$ cat src/rtl/upcounter_ctl_if.sv
// Handshake/status bundle for upcounter_ctl.
// UPCNT_OVF_STICKY_EN adds the sticky-overflow pair ovf/ovf_clr.
interface upcounter_ctl_if #(parameter int WIDTH = 4);
  logic             start;
  logic             stop;
  logic             load;
  logic [WIDTH-1:0] load_val;
  logic             en;
  logic             oneshot;
  logic [WIDTH-1:0] count;
  logic             tc;
  logic             busy;
  logic             done;
`ifdef UPCNT_OVF_STICKY_EN
  logic             ovf_clr;
  logic             ovf;
`endif

  modport master (
    output start, stop, load, load_val, en, oneshot,
`ifdef UPCNT_OVF_STICKY_EN
    output ovf_clr,
    input  ovf,
`endif
    input  count, tc, busy, done
  );

  modport slave (
    input  start, stop, load, load_val, en, oneshot,
`ifdef UPCNT_OVF_STICKY_EN
    input  ovf_clr,
    output ovf,
`endif
    output count, tc, busy, done
  );
endinterface

$ cat src/rtl/upcounter_ctl.sv
// Controlled up counter 0..MAX with IDLE/RUN/DONE gating, terminal-count pulse
// and busy/done status. UPCNT_OVF_STICKY_EN adds a sticky wrap flag (ovf).
module upcounter_ctl #(
  parameter int WIDTH = 4,
  parameter int MAX   = (2**WIDTH)-1
) (
  input  logic           i_clk,
  input  logic           i_rst_n,
  upcounter_ctl_if.slave bus
);
  localparam logic [WIDTH-1:0] MAXV = WIDTH'(MAX);

  typedef enum logic [1:0] {S_IDLE, S_RUN, S_DONE} state_t;

  state_t           r_state, w_state_nxt;
  logic [WIDTH-1:0] r_count, w_count_nxt, w_load_clamped;
  logic             r_tc, w_tc_nxt;
`ifdef UPCNT_OVF_STICKY_EN
  logic             r_ovf, w_wrap, w_restart;
`endif

  assign w_load_clamped = (bus.load_val > MAXV) ? MAXV : bus.load_val;

  always_ff @(posedge i_clk) begin
    if (!i_rst_n) begin
      r_state <= S_IDLE;
      r_count <= '0;
      r_tc    <= 1'b0;
    end else begin
      r_state <= w_state_nxt;
      r_count <= w_count_nxt;
      r_tc    <= w_tc_nxt;
    end
  end

  // Priority: load > stop > start > en-increment.
  always_comb begin
    w_state_nxt = r_state;
    w_count_nxt = r_count;
    w_tc_nxt    = 1'b0;
`ifdef UPCNT_OVF_STICKY_EN
    w_wrap      = 1'b0;
    w_restart   = 1'b0;
`endif
    if (bus.load) begin
      w_count_nxt = w_load_clamped;
      if (r_state == S_DONE) w_state_nxt = S_IDLE;
    end else if (bus.stop) begin
      w_state_nxt = S_IDLE;
    end else if (bus.start && r_state != S_RUN) begin
      w_state_nxt = S_RUN;
      if (r_state == S_DONE) w_count_nxt = '0;
`ifdef UPCNT_OVF_STICKY_EN
      w_restart   = 1'b1;
`endif
    end else if (r_state == S_RUN && bus.en) begin
      if (r_count == MAXV) begin
        w_tc_nxt = 1'b1;
        if (bus.oneshot) begin
          w_state_nxt = S_DONE;
        end else begin
          w_count_nxt = '0;
`ifdef UPCNT_OVF_STICKY_EN
          w_wrap      = 1'b1;
`endif
        end
      end else begin
        w_count_nxt = r_count + WIDTH'(1);
      end
    end
  end

`ifdef UPCNT_OVF_STICKY_EN
  // A wrap in the same cycle as a clear request leaves the flag set.
  always_ff @(posedge i_clk) begin
    if (!i_rst_n)                    r_ovf <= 1'b0;
    else if (w_wrap)                 r_ovf <= 1'b1;
    else if (bus.ovf_clr || w_restart) r_ovf <= 1'b0;
  end
  assign bus.ovf = r_ovf;
`endif

  assign bus.count = r_count;
  assign bus.tc    = r_tc;
  assign bus.busy  = (r_state == S_RUN);
  assign bus.done  = (r_state == S_DONE);
endmodule

$ cat src/flat_wrapper.sv
// flat-port wrapper written by rule: the top's interface ports become plain ports
module upcounter_ctl_flat 
#(
  parameter int WIDTH = 4,
  parameter int MAX   = (2**WIDTH)-1
)
  (i_clk, i_rst_n, bus_start, bus_stop, bus_load, bus_load_val, bus_en, bus_oneshot, bus_count, bus_tc, bus_busy, bus_done);
  upcounter_ctl_if #(.WIDTH(WIDTH)) bus_i ();
  input  logic i_clk;
  input  logic i_rst_n;
  input wire logic [$bits(bus_i.start)-1:0] bus_start;
  input wire logic [$bits(bus_i.stop)-1:0] bus_stop;
  input wire logic [$bits(bus_i.load)-1:0] bus_load;
  input wire logic [$bits(bus_i.load_val)-1:0] bus_load_val;
  input wire logic [$bits(bus_i.en)-1:0] bus_en;
  input wire logic [$bits(bus_i.oneshot)-1:0] bus_oneshot;
  output wire logic [$bits(bus_i.count)-1:0] bus_count;
  output wire logic [$bits(bus_i.tc)-1:0] bus_tc;
  output wire logic [$bits(bus_i.busy)-1:0] bus_busy;
  output wire logic [$bits(bus_i.done)-1:0] bus_done;
  assign bus_i.start = bus_start;
  assign bus_i.stop = bus_stop;
  assign bus_i.load = bus_load;
  assign bus_i.load_val = bus_load_val;
  assign bus_i.en = bus_en;
  assign bus_i.oneshot = bus_oneshot;
  assign bus_count = bus_i.count;
  assign bus_tc = bus_i.tc;
  assign bus_busy = bus_i.busy;
  assign bus_done = bus_i.done;
  upcounter_ctl #(.WIDTH(WIDTH), .MAX(MAX)) u_core (.i_clk(i_clk), .i_rst_n(i_rst_n), .bus(bus_i));
endmodule
$ cat config.mk
export PLATFORM = sky130hd
export DESIGN_NAME = upcounter_ctl_flat
export DESIGN_NICKNAME = d
export VERILOG_FILES = /design/src/rtl/upcounter_ctl_if.sv /design/src/rtl/upcounter_ctl.sv /design/src/flat_wrapper.sv
export SDC_FILE = /design/constraint.sdc
export NUM_CORES = 1
export LEC_CHECK = 0
export BUFFER_PORTS_ARGS = -buffer_cell sky130_fd_sc_hd__buf_4
export CORE_AREA = 5 5 42 44
export CTS_BUF_LIST = sky130_fd_sc_hd__clkbuf_16
export DETAILED_ROUTE_END_ITERATION = 7
export DIE_AREA = 0 0 47 49
export PLACE_DENSITY = 0.7
export SLEW_MARGIN = 30
export SYNTH_ARGS = -nofsm -noshare
export SYNTH_HDL_FRONTEND = slang
export SYNTH_SLANG_ARGS = --single-unit
$ cat constraint.sdc
create_clock -name i_clk -period 2.4 [get_ports i_clk]
set_clock_uncertainty 0.1 [all_clocks]
set_input_delay 0.36 -clock i_clk [delete_from_list [all_inputs] [get_ports i_clk]]
set_output_delay 0.36 -clock i_clk [all_outputs]
set_load 0.01 [all_outputs]
* After elaboration in Yosys (flattened, before gate mapping)
Cells that the tools add are included.
** Word-level totals
- Register bits after elaboration :: 7
- Output and inout port bits :: 7
- Word-level logic and storage cells :: 40
** Cells by class
- Add/sub/neg operators :: 1
- Magnitude comparators :: 1
- Eq/ne operators :: 8
- Mux-type cells :: 16
- Bitwise gates (word level) :: 2
- Reductions and logical operators :: 9
** Operator list (count)
- 4-bit 2-to-1 mux :: 8
- 2-bit 2-to-1 mux :: 7
- 4-bit nonzero test :: 3
- 4-bit AND reduction :: 2
- 2-bit by 1-bit != test with 1-bit output (second input constant) :: 3
- 5-bit OR reduction :: 1
- 4-bit by 1-bit adder with 4-bit output (second input constant) :: 1
- 4-bit == test (second input constant) :: 1
- 4-bit > comparator (second input constant) :: 1
- 4-bit by 3-bit != test with 1-bit output (second input constant) :: 1
- 3-bit != test (second input constant) :: 1
- 3-bit nonzero test :: 1
- 2-bit by 1-bit == test with 1-bit output (second input constant) :: 1
- 2-bit == test (second input constant) :: 1
- 1-bit logical AND :: 2
- 1-bit inverter :: 2
- 1-bit 2-to-1 mux :: 1

* Depth between registers and ports, before layout
- Depth in word-level cells :: 6
- Gate-level depth with buffers :: 5
- Mapped depth without buffers :: 5

* Least setup slack after synthesis
OpenSTA, ideal clock, no wires.
- Kind :: reg-to-reg
- From :: register u_core.r_count[0] (netlist: u_core.bus.count[0])
- To :: register u_core.r_count[2] (netlist: u_core.bus.count[2])
- Setup time :: 0.092 ns
- Arrival :: 1.414 ns
- Required time :: 2.208 ns
- Path slack :: 0.793 ns
- Stages on the path, launching flop included :: 6
- Buffers on the path :: 0
- Cells stage by stage :: dfxtp_1 > ha_1 > nand4_1 > a221o_2 > o211a_1 > o32ai_1
** Between the ends
- Longest elaborated chain between the ends :: 6
** RTL lines
- start: declaration :: RTL line upcounter_ctl.sv:16 : logic [WIDTH-1:0] r_count, w_count_nxt, w_load_clamped;
- start signal: assignment :: RTL line upcounter_ctl.sv:31 : r_count <= w_count_nxt;
- 4-bit by 1-bit adder with 4-bit output / 4-bit == test (equally long branches) :: RTL line upcounter_ctl.sv:68, upcounter_ctl.sv:57
- 4-bit 2-to-1 mux :: RTL line upcounter_ctl.sv:57 : if (r_count == MAXV) begin
- 4-bit 2-to-1 mux :: RTL line upcounter_ctl.sv:56 : end else if (r_state == S_RUN && bus.en) begin
- 4-bit 2-to-1 mux :: RTL line upcounter_ctl.sv:50 : end else if (bus.start && r_state != S_RUN) begin
- 4-bit 2-to-1 mux :: RTL line upcounter_ctl.sv:48 : end else if (bus.stop) begin
- 4-bit 2-to-1 mux :: RTL line upcounter_ctl.sv:45 : if (bus.load) begin
Parallel ways exist; a longest one is shown, timed or not. The select of a mux whose other input is x is not followed.
A chain may end at the register's enable or synchronous reset.

* Worst setup path in the final report
Ends and elaborated chain as after synthesis.

==> flow_summary.yaml <==
timing:
  setup_slack_ps: 683.8
  finalSetupViolCount: 0
  period_share_pct: 71.51
  hold_viol: 0
  rsz0062_at_grt: "no"
  finalMaxSlewViolations: 0
  max_freq_mhz: 582.7
  period_needed_ps: 1716
  tightest_slew_ps: 407.2
  max_slew_margin_pct: 72.57
  fin_setup_tns_ps: 0
setup_path:
  critical-path-top-delay-family: "compound AO/OA/AOI/OAI gates"
  crit_path_end_kind: "register"
  cp_slowest_stage_delay_ps: 450
  crit_buf_inv: 0
  worstReg2RegEnd: "u_core.bus.count[2]"
  r2r_slack_ps: 680
  cp_max_fo: 8
  worst-endpoint-arrival_ps: 1750
  cp-start-kind: "register"
  critPathKind: "register to register"
  worstPathCellList: "ha_1, nand4_1, a221o_2, o211a_1, o32ai_1"
  slowest_stage: "a221o_2"
  r2r_cells: 5
  crit_required_ps: 2430
  reg2reg_from: "u_core.bus.count[0]"
yosys:
  yosysMostFrequentCell: "dfxtp_1"
  syn_area_um2: 455.4
  synth.area.top_cells: "dfxtp_1, a311oi_1, a21oi_1"
  yosysSeqAreaShare_pct: 30.77
  async_flop_share_pct: 0
  synthesis.nets: 66
  yosys_warnings: 0
  synth_edf_count: 0
  synth_top_area_share_pct: 30.77
  avgSynthCellArea_um2: 8.434
  yosys.area.top_type: "dfxtp_1"
  netlist_top_cells_count: "dfxtp_1, nand2_1, a21oi_1, inv_1"
  synth.distinct_cells: 28
  synth-main-ff-cell: "dfxtp_1"
  synth_cells: 54
  ys_seq_elements: 7
cts:
  clockBufferDepth: 2
  hold_buffers: 0
  cts-root-buf: "clkbuf_16"
  cts_buffers: 3
  clkLatencyLatePin_ps: 230
  path_clk_slew_ps: 40
  tritoncts: "built"
  cts_sinks: 7
  ctsResizeCount: 0
  cts_setup_buffers: 0
  cts_max_level: 1
routing:
  via_per_inst: 5.411
  drtAntennaViolNets: 0
  wl_per_cell_um: 13.21
  dr.pass1.iters: 4
  drc_errors: 0
  routed_wl_um: 1189
  vias: 487
  drtIter0Drc: 12
pwr:
  p_per_area_nw_per_um2: 720.4
  finalPower_uw: 487.7
  ir_drop_mv: 0.4425
  p_leak_nw: 0.3075
final_layout:
  area_growth_pct: 48.63
  fill_cells: 139
  final_cell_area_um2: 676.9
  drive_gt1_share_pct: 33.78
  final_net_count: 87
  antenna_cells: 0
  fin_cells: 90
worst_hold_path:
  hp-class: "input pin to register"
  worstHoldStart: "bus_stop"
  hold_path_depth: 2
  worstHoldEndpoint: "u_core.bus.tc"
run:
  cap_violations: 0
global_routing:
  grt_max_degree: 12
  grt_pass1_vias: 499
  grt_pass1_wl_um: 2090
  grt-ovfl-total: 0
  grtUsageTotal_pct: 11.71
  antenna_found_initial: 0
placed_design:
  placement.setup.worst_slack_ps: 721.5
  gp_congestion: 0.7837
  port_buffers: 17
  dp.cells: 86
  place_area_um2: 598.1
  dp_hpwl_um: 926.6
run_status:
  status: "finished, final reports clean"
floorplanning:
  fp.dieArea_um2: 2303
  ios: 18
  die_y_um: 49
  initial_utilization_pct: 32.50
  die_x_um: 47
  coreArea_um2: 1401
  rows: 14
per-layer routing:
metal | share of wire (%) | GRT usage [%] | vias up
li1 | - | - | 250
met1 | 47 | 15.23 | 223
met2 | 49 | 18.10 | 14
met3 | 5.0 | 3.690 | 0
met4 | 0 | 3.226 | 0
met5 | 0 | 0 | -
cell type report:
class	count	area [um2]	share of cell area, %
clock inverters	1	3.754	0.5545
inverters	6	25.02	3.697
multi-input cells	40	285.3	42.14
repair buffers	17	127.6	18.85
well taps	16	20.02	2.957
clock buffers	3	75.07	11.09
flip-flops and latches	7	140.1	20.70
how the worst max path moves through the flow:
stage | endpoint | cells after the start | from | slack [ps]
after floorplan | u_core.bus.count[2] | 5 | u_core.bus.count[0] | 790
after global routing | u_core.bus.count[3] | 4 | u_core.bus.count[0] | 550
final | u_core.bus.count[2] | 5 | u_core.bus.count[0] | 680
after global placement | u_core.bus.count[2] | 5 | u_core.bus.count[0] | 770
after CTS | u_core.bus.count[2] | 5 | u_core.bus.count[0] | 690
after detailed placement | u_core.bus.count[2] | 5 | u_core.bus.count[0] | 720
power breakdown:
part / total [mW] / leakage [nW] / switching, mW / internal (mW)
Combinational: 0.0738 / 0.208 / 0.0349 / 0.0389
Sequential: 0.134 / 0.0573 / 0.0103 / 0.124
Clock: 0.280 / 0.0423 / 0.0629 / 0.217
Total: 0.488 / 0.308 / 0.108 / 0.379
metrics by stage:
stage	utilization, %	hold slack [ps]
floorplan	-	335.5
global placement	42.68	361.4
detailed placement	42.68	368.6
CTS	48.30	237.5
global route	48.30	236.5
finish	48.30	237.4
registers in the layout, summed over array words and instances (netlist names):
signal,cells
u_core.bus.count,4
u_core.r_state,2
u_core.bus.tc,1
kinds of logic (layout without fill, tap and decap cells):
logic type      Yosys count  after routing  synth area share [%]
flops                     7              7                 30.77
buf+inv                   7             27                 6.594
simple gates             16             16                 20.88
compound gates           23             23                 39.01
fa+ha+maj                 1              1                 2.747
cell usage in the layout, fill, tap and decap left out, types with 2 or more instances in the layout:
cell type | synthesis | routed
nand4_1 | 2 | 2
a311oi_1 | 3 | 3
a31oi_1 | 2 | 2
a21oi_1 | 5 | 5
inv_1 | 5 | 6
buf_4 | 0 | 17
clkbuf_16 | 0 | 3
nand2_1 | 6 | 6
a22oi_1 | 2 | 2
o21ai_0 | 3 | 3
dfxtp_1 | 7 | 7
No activity file was read; power rests on OpenSTA's default activity.
